===== config.mk =====
export PLATFORM = sky130hd
export DESIGN_NAME = pipe_field
export DESIGN_NICKNAME = d
export VERILOG_FILES = /design/src/rtl/pipe_field.sv
export SDC_FILE = /design/constraint.sdc
export NUM_CORES = 1
export LEC_CHECK = 0
export CAP_MARGIN = 20
export CORE_MARGIN = 1
export CORE_UTILIZATION = 40
export CTS_BUF_LIST = sky130_fd_sc_hd__clkbuf_4 sky130_fd_sc_hd__clkbuf_8 sky130_fd_sc_hd__clkbuf_16
export DETAILED_ROUTE_END_ITERATION = 16
export PLACE_DENSITY = 0.56
export SETUP_SLACK_MARGIN = 0.4
export SYNTH_ARGS = -nofsm -noshare
export SYNTH_HDL_FRONTEND = slang
export SYNTH_SLANG_ARGS = --single-unit

===== constraint.sdc =====
create_clock -name clk -period 4.92 [get_ports clk]
set_clock_uncertainty 0.2 [all_clocks]
set_input_delay 1.476 -clock clk [delete_from_list [all_inputs] [get_ports clk]]
set_output_delay 1.476 -clock clk [all_outputs]
set_load 0.02 [all_outputs]

===== src/rtl/pipe_field.sv =====
// pipe_field: two scrolling pipe obstacles with LFSR-chosen gap heights, scoring and a registered pixel hit.
// Optional PIPE_SPEEDUP_EN: scroll step becomes SCROLL_STEP + (score>>3), capped at 2*SCROLL_STEP.
module pipe_field #(
   parameter int         SCREEN_W     = 640,
   parameter int         SCREEN_H     = 480,
   parameter int         PIPE_W       = 60,
   parameter int         GAP_H        = 120,
   parameter int         GAP_MIN      = 40,
   parameter int         PIPE_SPACING = 320,
   parameter int         SCROLL_STEP  = 2,
   parameter int         BIRD_X       = 160,
   parameter logic [7:0] LFSR_SEED    = 8'hA5
) (
   input  logic       clk,
   input  logic       rst,
   input  logic       frame_tick,
   input  logic       game_run,
   input  logic       game_restart,
   input  logic [9:0] pixel_x,
   input  logic [9:0] pixel_y,
   input  logic       pixel_active,
   output logic       pipe_color,
   output logic       score_tick,
   output logic [7:0] score
);

   localparam logic signed [11:0] X0_INIT   = 12'(SCREEN_W);
   localparam logic signed [11:0] X1_INIT   = 12'(SCREEN_W + PIPE_SPACING);
   localparam logic signed [11:0] PW        = 12'(PIPE_W);
   localparam logic signed [11:0] GH        = 12'(GAP_H);
   localparam logic signed [11:0] SPACING   = 12'(PIPE_SPACING);
   localparam logic signed [11:0] BX        = 12'(BIRD_X);
   localparam logic signed [11:0] STEP_BASE = 12'(SCROLL_STEP);
   localparam logic [8:0]         GAP_BASE  = 9'(GAP_MIN);
   localparam logic [8:0]         GAP_INIT  = 9'(GAP_MIN + 80);

   // The lowest possible gap must still fit on screen, and the seed must keep the LFSR alive.
   if ((GAP_MIN + 255 + GAP_H > SCREEN_H) || (PIPE_SPACING <= SCROLL_STEP) || (LFSR_SEED == 8'h00)) begin : g_bad_cfg
      $error("pipe_field: invalid parameter set");
   end

   logic signed [11:0] x0, x1, step, nx0, nx1, px, py;
   logic [8:0]         gap0, gap1;
   logic [7:0]         lfsr, lfsr_next;
   logic               respawn0, respawn1, pass, hit0, hit1;

   function automatic logic on_pipe(input logic signed [11:0] x, input logic [8:0] gap,
                                    input logic signed [11:0] col, input logic signed [11:0] row);
      logic signed [11:0] top;
      top = $signed({3'b000, gap});
      return (col >= x) && (col < x + PW) && ((row < top) || (row >= top + GH));
   endfunction

`ifdef PIPE_SPEEDUP_EN
   logic signed [11:0] boost;
   always_comb begin
      boost = $signed({7'b0000000, score[7:3]});
      step  = (boost >= STEP_BASE) ? (STEP_BASE <<< 1) : (STEP_BASE + boost);
   end
`else
   assign step = STEP_BASE;
`endif

   always_comb begin
      nx0       = x0 - step;
      nx1       = x1 - step;
      respawn0  = (nx0 <= -PW);
      respawn1  = (nx1 <= -PW);
      pass      = ((x0 + PW > BX) && (nx0 + PW <= BX)) || ((x1 + PW > BX) && (nx1 + PW <= BX));
      lfsr_next = {lfsr[6:0], lfsr[7] ^ lfsr[5] ^ lfsr[4] ^ lfsr[3]};
      px        = $signed({2'b00, pixel_x});
      py        = $signed({2'b00, pixel_y});
      hit0      = on_pipe(x0, gap0, px, py);
      hit1      = on_pipe(x1, gap1, px, py);
   end

   // A respawning pipe is placed relative to the other pipe's already-scrolled position.
   always_ff @(posedge clk or posedge rst) begin
      if (rst) begin
         x0         <= X0_INIT;
         x1         <= X1_INIT;
         gap0       <= GAP_INIT;
         gap1       <= GAP_INIT;
         lfsr       <= LFSR_SEED;
         score      <= 8'd0;
         score_tick <= 1'b0;
         pipe_color <= 1'b0;
      end else if (game_restart) begin
         x0         <= X0_INIT;
         x1         <= X1_INIT;
         gap0       <= GAP_INIT;
         gap1       <= GAP_INIT;
         lfsr       <= LFSR_SEED;
         score      <= 8'd0;
         score_tick <= 1'b0;
         pipe_color <= 1'b0;
      end else begin
         score_tick <= 1'b0;
         pipe_color <= pixel_active & (hit0 | hit1);
         if (frame_tick && game_run) begin
            lfsr <= lfsr_next;
            if (respawn0) begin
               x0   <= nx1 + SPACING;
               gap0 <= GAP_BASE + {1'b0, lfsr};
            end else begin
               x0 <= nx0;
            end
            if (respawn1) begin
               x1   <= nx0 + SPACING;
               gap1 <= GAP_BASE + {1'b0, lfsr};
            end else begin
               x1 <= nx1;
            end
            if (pass) begin
               score_tick <= 1'b1;
               if (score != 8'hFF) begin
                  score <= score + 8'd1;
               end
            end
         end
      end
   end

endmodule


# == Yosys cells after proc, flatten, opt, wreduce, memory -nomap -nowiden ==
# Index checks and enable logic that the tools add are counted.
# classes
eq_ne,1
reduce_logical,18
magnitude_cmp,14
mux,22
n_addsub,12
n_bitwise,5
# op_table
cell,n
12-bit 2-to-1 mux,6
9-bit 2-to-1 mux,6
"12-bit by 7-bit adder with 12-bit output, second input constant",4
8-bit 2-to-1 mux,6
"12-bit by 10-bit adder with 12-bit output, second input constant",2
11-bit by 12-bit greater-or-equal comparator with 1-bit output,2
"12-bit by 9-bit > comparator with 1-bit output, second input constant",2
"12-bit by 7-bit <= comparator with 1-bit output, second input constant",2
"12-bit by 9-bit <= comparator with 1-bit output, second input constant",2
11-bit by 12-bit less-than comparator with 1-bit output,2
"12-bit by 3-bit subtractor with 12-bit output, second input constant",2
"9-bit by 7-bit adder with 10-bit output, second input constant",2
10-bit greater-or-equal comparator,2
10-bit by 9-bit less-than comparator with 1-bit output,2
2-bit nonzero test,5
"6-bit by 8-bit adder with 9-bit output, first input constant",1
"8-bit by 1-bit adder with 8-bit output, second input constant",1
"8-bit != test, second input constant",1
1-bit logical AND,7
1-bit 2-to-1 mux,4
2-bit AND reduction,2
1-bit logical OR,3
3-bit AND reduction,1
1-bit XOR,3
other kinds (2),2
# totals
elab_cells,80
input_bits,26
output_inout_bits,10
register_bits,60

# == Longest topological paths before layout ==
# depth
depth_word,8
mapped_depth,16

# == Worst setup path before layout ==
# No wires, ideal clock.
# synth_timing
path_kind,register -> register
from,reg x1[2]
to,reg score[3]
arrival_time_ps,3464
synth_period_minus_slack_ps,3791
path_buffers,1
slack_ps,1129
stages_incl_launch_ff,15
cell_sequence,dfrtp_1 -> inv_1 -> ha_1 -> nor3b_4 -> nand2_1 -> xnor2_1 -> ha_1 -> o21ai_0 -> or2_2 -> o31ai_1 -> a211oi_1 -> o22a_1 -> buf_6 -> nor4_1 -> mux2_1
# synth_via
elab_chain_len,7
elab_cells_between_ends,9
classes_between,add/sub (3); order compare (2); reduce/logical (4)
# synth_rtl
item,line_no,text
"start, declared",42,"logic signed [11:0] x0, x1, step, nx0, nx1, px, py;"
"start signal, assigned",109,x1 <= nx0 + SPACING;
"start signal, assigned",112,x1 <= nx1;
12-bit by 3-bit subtractor with 12-bit output,66,nx1 = x1 - step;
12-bit by 7-bit adder with 12-bit output,69,pass = ((x0 + PW > BX) && (nx0 + PW <= BX)) || ((x1 + PW > BX) && (nx1 + PW <= BX));
12-bit by 9-bit <= comparator with 1-bit output,69,
1-bit logical AND *,69,
1-bit logical OR *,69,
2-bit nonzero test (no line) *,-,
3-bit AND reduction (no line) *,-,
"end signal, assigned",117,score <= score + 8'd1;
"end, declared",24,output logic [7:0] score
# Every way passes the cells marked *; elsewhere a longest branch is shown, timed or not.
# A chain may end at the register's enable or synchronous reset.

# == Worst setup path after layout ==
# layout_timing
from,reg x1[1]
to,reg score[4]
# Same word-level chain as after synthesis.

==> key figures <==
Status
  • Status: finished clean

Drt
  • WL/cell: 17.6 microns
  • Drt pass-1 iters: 5
  • DRC viols: 0
  • Top sig layer: met4
  • Vias/cell: ~5.7
  • Routed Antenna Nets: 0
  • Via count: 5,434
  • WL met1: around 8600 microns
  • Met2 WL: just over 7000 microns
  • DR iter-0 viols: 319
  • Total length of routed wires: between 15,000 and 20,000 microns
  • Met3 wire length: between 600 and 700 microns

Timing
  • Post-layout minimum cycle time: ~4.2 ns
  • Max Slew Vio Count: 0
  • Hold_ws: approximately 0.3 ns
  • Final hold vios: 0
  • Tcrit/Tclk final: 85.9%
  • RSZ-0062 raised after global routing: no
  • Count of final setup violators: 0
  • Pin slew with the least headroom to its limit: approximately 0.75 ns
  • Slew Limit Headroom: around 50%
  • Setup TNS: 0 ns
  • Max Freq: 237 MHz
  • Final setup margin: just under 0.7 ns

GRT
  • Vias in the first global route: 5,434
  • GRT overflow: 0
  • First-pass GRT wire length: roughly 28,000 microns
  • GRT Total Usage: 22.0%
  • Largest net degree at the start of global routing: 70
  • Initial antenna violation count: 0

Die
  • Initial core utilization: 41.7%
  • # IOs: 36
  • Height of the die: 126 microns
  • Core area: ~0.015 sq mm
  • Std-Cell Rows: 44
  • Overall die area: ~0.016 sq mm
  • Die X: about 130 microns

Clocking
  • Clk_lat worst skew: around 0.34 ns
  • CTS Sinks: 60
  • Num CTS Buffers: 9
  • CTS resizes: 0
  • CTS clk-pin slew, worst paths: approximately 0.050 ns
  • Htree depth: 3
  • CTS root buffer: clkbuf_16
  • CTS tree: yes
  • Post-CTS Hold Fix Bufs: 0
  • Clock Path Buffers: 2
  • Post-CTS Setup Bufs: 0

Pwr
  • Leakage: about 3 nW
  • Pwr dens: ~250 mW/mm^2
  • VDD IR max: between 0.00015 and 0.0002 V
  • Clock share of power: 34.9%
  • Logic pwr share: 33.1%
  • Internal power: ~1.1 mW
  • Flop pwr share: around a third
  • Sw frac: 33.9%
  • Switching power total: 0.588 mW
  • Tot Pwr: 1.74 mW

Logic synthesis
  • Main synth FF type: dfrtp_1
  • Seq cells post-synth: 60
  • Yosys warns: 0
  • Cell Area, Synth: 0.00615 sq mm
  • Ys async rst share: 100%
  • Cells after Synth: 740
  • EDFF count, synth: 0
  • Syn Nets: about 850
  • Avg Inst Size Synth: around 8.3 sq um
  • Sequential area share after synthesis: ~25%
  • Yosys cell types: between 70 and 80

Cells and area
  • Layout area overhead: 13.0%
  • Layout cells sized above 1: 8.89%
  • Antenna diode instance count: 0
  • Most frequent cells in the layout: 82 x ha_1, 76 x nand2_1, 50 x a21oi_1
  • Final Net Count: around 870
  • Most common cell after layout, fill and taps aside: ha_1

Placed design
  • DPL Wire Length: between 10,000 and 15,000 microns
  • Port bufs: 35
  • Pre-CTS setup slack: just under 0.7 ns
  • Gp weighted congestion: ~0.9

Worst setup path
  • Data required time at the worst endpoint: about 5 ns
  • Crit-path slowest cell: or4b_4
  • Critical path cell sequence: inv_1, ha_1, or4b_4, nor2_1, xnor2_1, inv_2, ha_1, o21ai_0, or2_2, o31ai_1, a211oi_1, o22a_1, nor4_1, mux2_1
  • Worst Path Arrival: between 4 and 5 ns
  • Crit path kind: reg2reg
  • CP max FO: 9
  • Most frequent CP cell: ha_1
  • Critical Path Source Type: flop
  • CP Capture Type: flop
  • Max stage delay on crit path: around 0.54 ns

Hold path
  • HP Class: reg2reg

Job
  • Maxcap violations: 0
-- worst paths after layout --
check | start | endpoint | slack, ns | cells past startpoint
worst max-delay path | x1[1] | score[4] | 0.69 | 14
worst min-delay path | gap1[4] | gap1[4] | 0.30 | 2
worst max register to register | x1[1] | score[4] | 0.69 | 14
worst min register to register | gap1[4] | gap1[4] | 0.30 | 2
max in group asynchronous | rst | gap0[4] | 2.49 | 4
min in group asynchronous | rst | score[6] | 1.23 | 2
-- power by group through the flow --
stage               Clock, mW  Combinational (mW)  Sequential, mW
CTS                     0.619               0.571           0.554
global placement            0               0.561           0.560
detailed placement          0               0.565           0.561
floorplan                   0               0.432           0.540
global route            0.638               0.647           0.558
finish                  0.605               0.575           0.555
-- metal layers --
| layer | GRT usage (%) | vias to the layer above |
|---|---|---|
| met4 | 7.58 | 0 |
| met2 | 33.8 | 119 |
| met1 | 31.0 | 2572 |
| met5 | 0 | - |
| li1 | - | 2723 |
| met3 | 3.70 | 20 |
-- sequential cells by signal, summed over array words and instances (netlist names) --
register    count
pipe_color      1
gap1            9
gap0            9
score           8
x1             12
score_tick      1
x0             12
lfsr            8
-- stage by stage --
step / area, sq um / instances / utilization, %
after floorplan: 6150 / 740 / -
after global placement: 6640 / 932 / 45.0
after detailed placement: 6640 / 932 / 45.0
after CTS: 6920 / 948 / 46.9
after global routing: 6950 / 949 / 47.1
final: 6950 / 949 / 47.1
-- worst max-delay path, delay by kind of cell (launching register included) --
kind	cells	cell delay (ns)
adder cells (fa/ha/maj)	2	0.47
AND/OR/NAND/NOR	4	1.32
XOR/XNOR	1	0.13
flip-flops	1	0.43
multiplexers	1	0.37
AO/OA/AOI/OAI	4	0.89
buffers and inverters	2	0.29
-- logic make-up after synthesis --
family	share of synthesized area, %
simple gates	21.6
compound gates	22.4
fa+ha+maj	16.7
buf+inv	5.15
flops	24.8
xor+xnor	7.67
mux	1.75
-- cell usage after synthesis (all sizes together), types with 3 or more instances --
| cell type | count | area [sq um] |
|---|---|---|
| a2111oi | 3 | 38.8 |
| a211o | 15 | 131 |
| a211oi | 16 | 120 |
| a21o | 16 | 120 |
| a21oi | 51 | 259 |
| a221oi | 5 | 43.8 |
| a22oi | 3 | 22.5 |
| a31oi | 4 | 25.0 |
| and2 | 6 | 37.5 |
| and3 | 9 | 56.3 |
| and4 | 4 | 35.0 |
| buf | 10 | 61.3 |
| clkbuf | 28 | 105 |
| dfrtp | 42 | 1050 |
| dfstp | 18 | 473 |
| ha | 82 | 1030 |
| inv | 39 | 146 |
| mux2 | 6 | 67.6 |
| mux2i | 4 | 40.0 |
| nand2 | 76 | 285 |
| nand2b | 9 | 56.3 |
| nand3 | 21 | 105 |
| nand3b | 4 | 30.0 |
| nand4 | 8 | 50.1 |
| nand4b | 4 | 35.0 |
| nor2 | 45 | 176 |
| nor2b | 14 | 87.6 |
| nor3 | 23 | 115 |
| nor3b | 3 | 33.8 |
| nor4 | 7 | 50.1 |
| o2111ai | 4 | 35.0 |
| o211ai | 8 | 60.1 |
| o21a | 17 | 128 |
| o21ai | 28 | 140 |
| o21bai | 5 | 37.5 |
| o221ai | 3 | 26.3 |
| o31ai | 9 | 67.6 |
| or2 | 8 | 50.1 |
| or3 | 7 | 43.8 |
| or4 | 3 | 26.3 |
| xnor2 | 43 | 384 |
| xor2 | 10 | 87.6 |
-- cell type report --
type	instances	area (sq um)
clock buffers	14	275
clock inverters	2	10.0
flip-flops and latches	60	1520
fillers	1488	7810
repair buffers	47	448
inverters	40	150
multi-input cells	602	4310
well taps	184	230
Note: power is estimated with default switching activity, not from simulation.
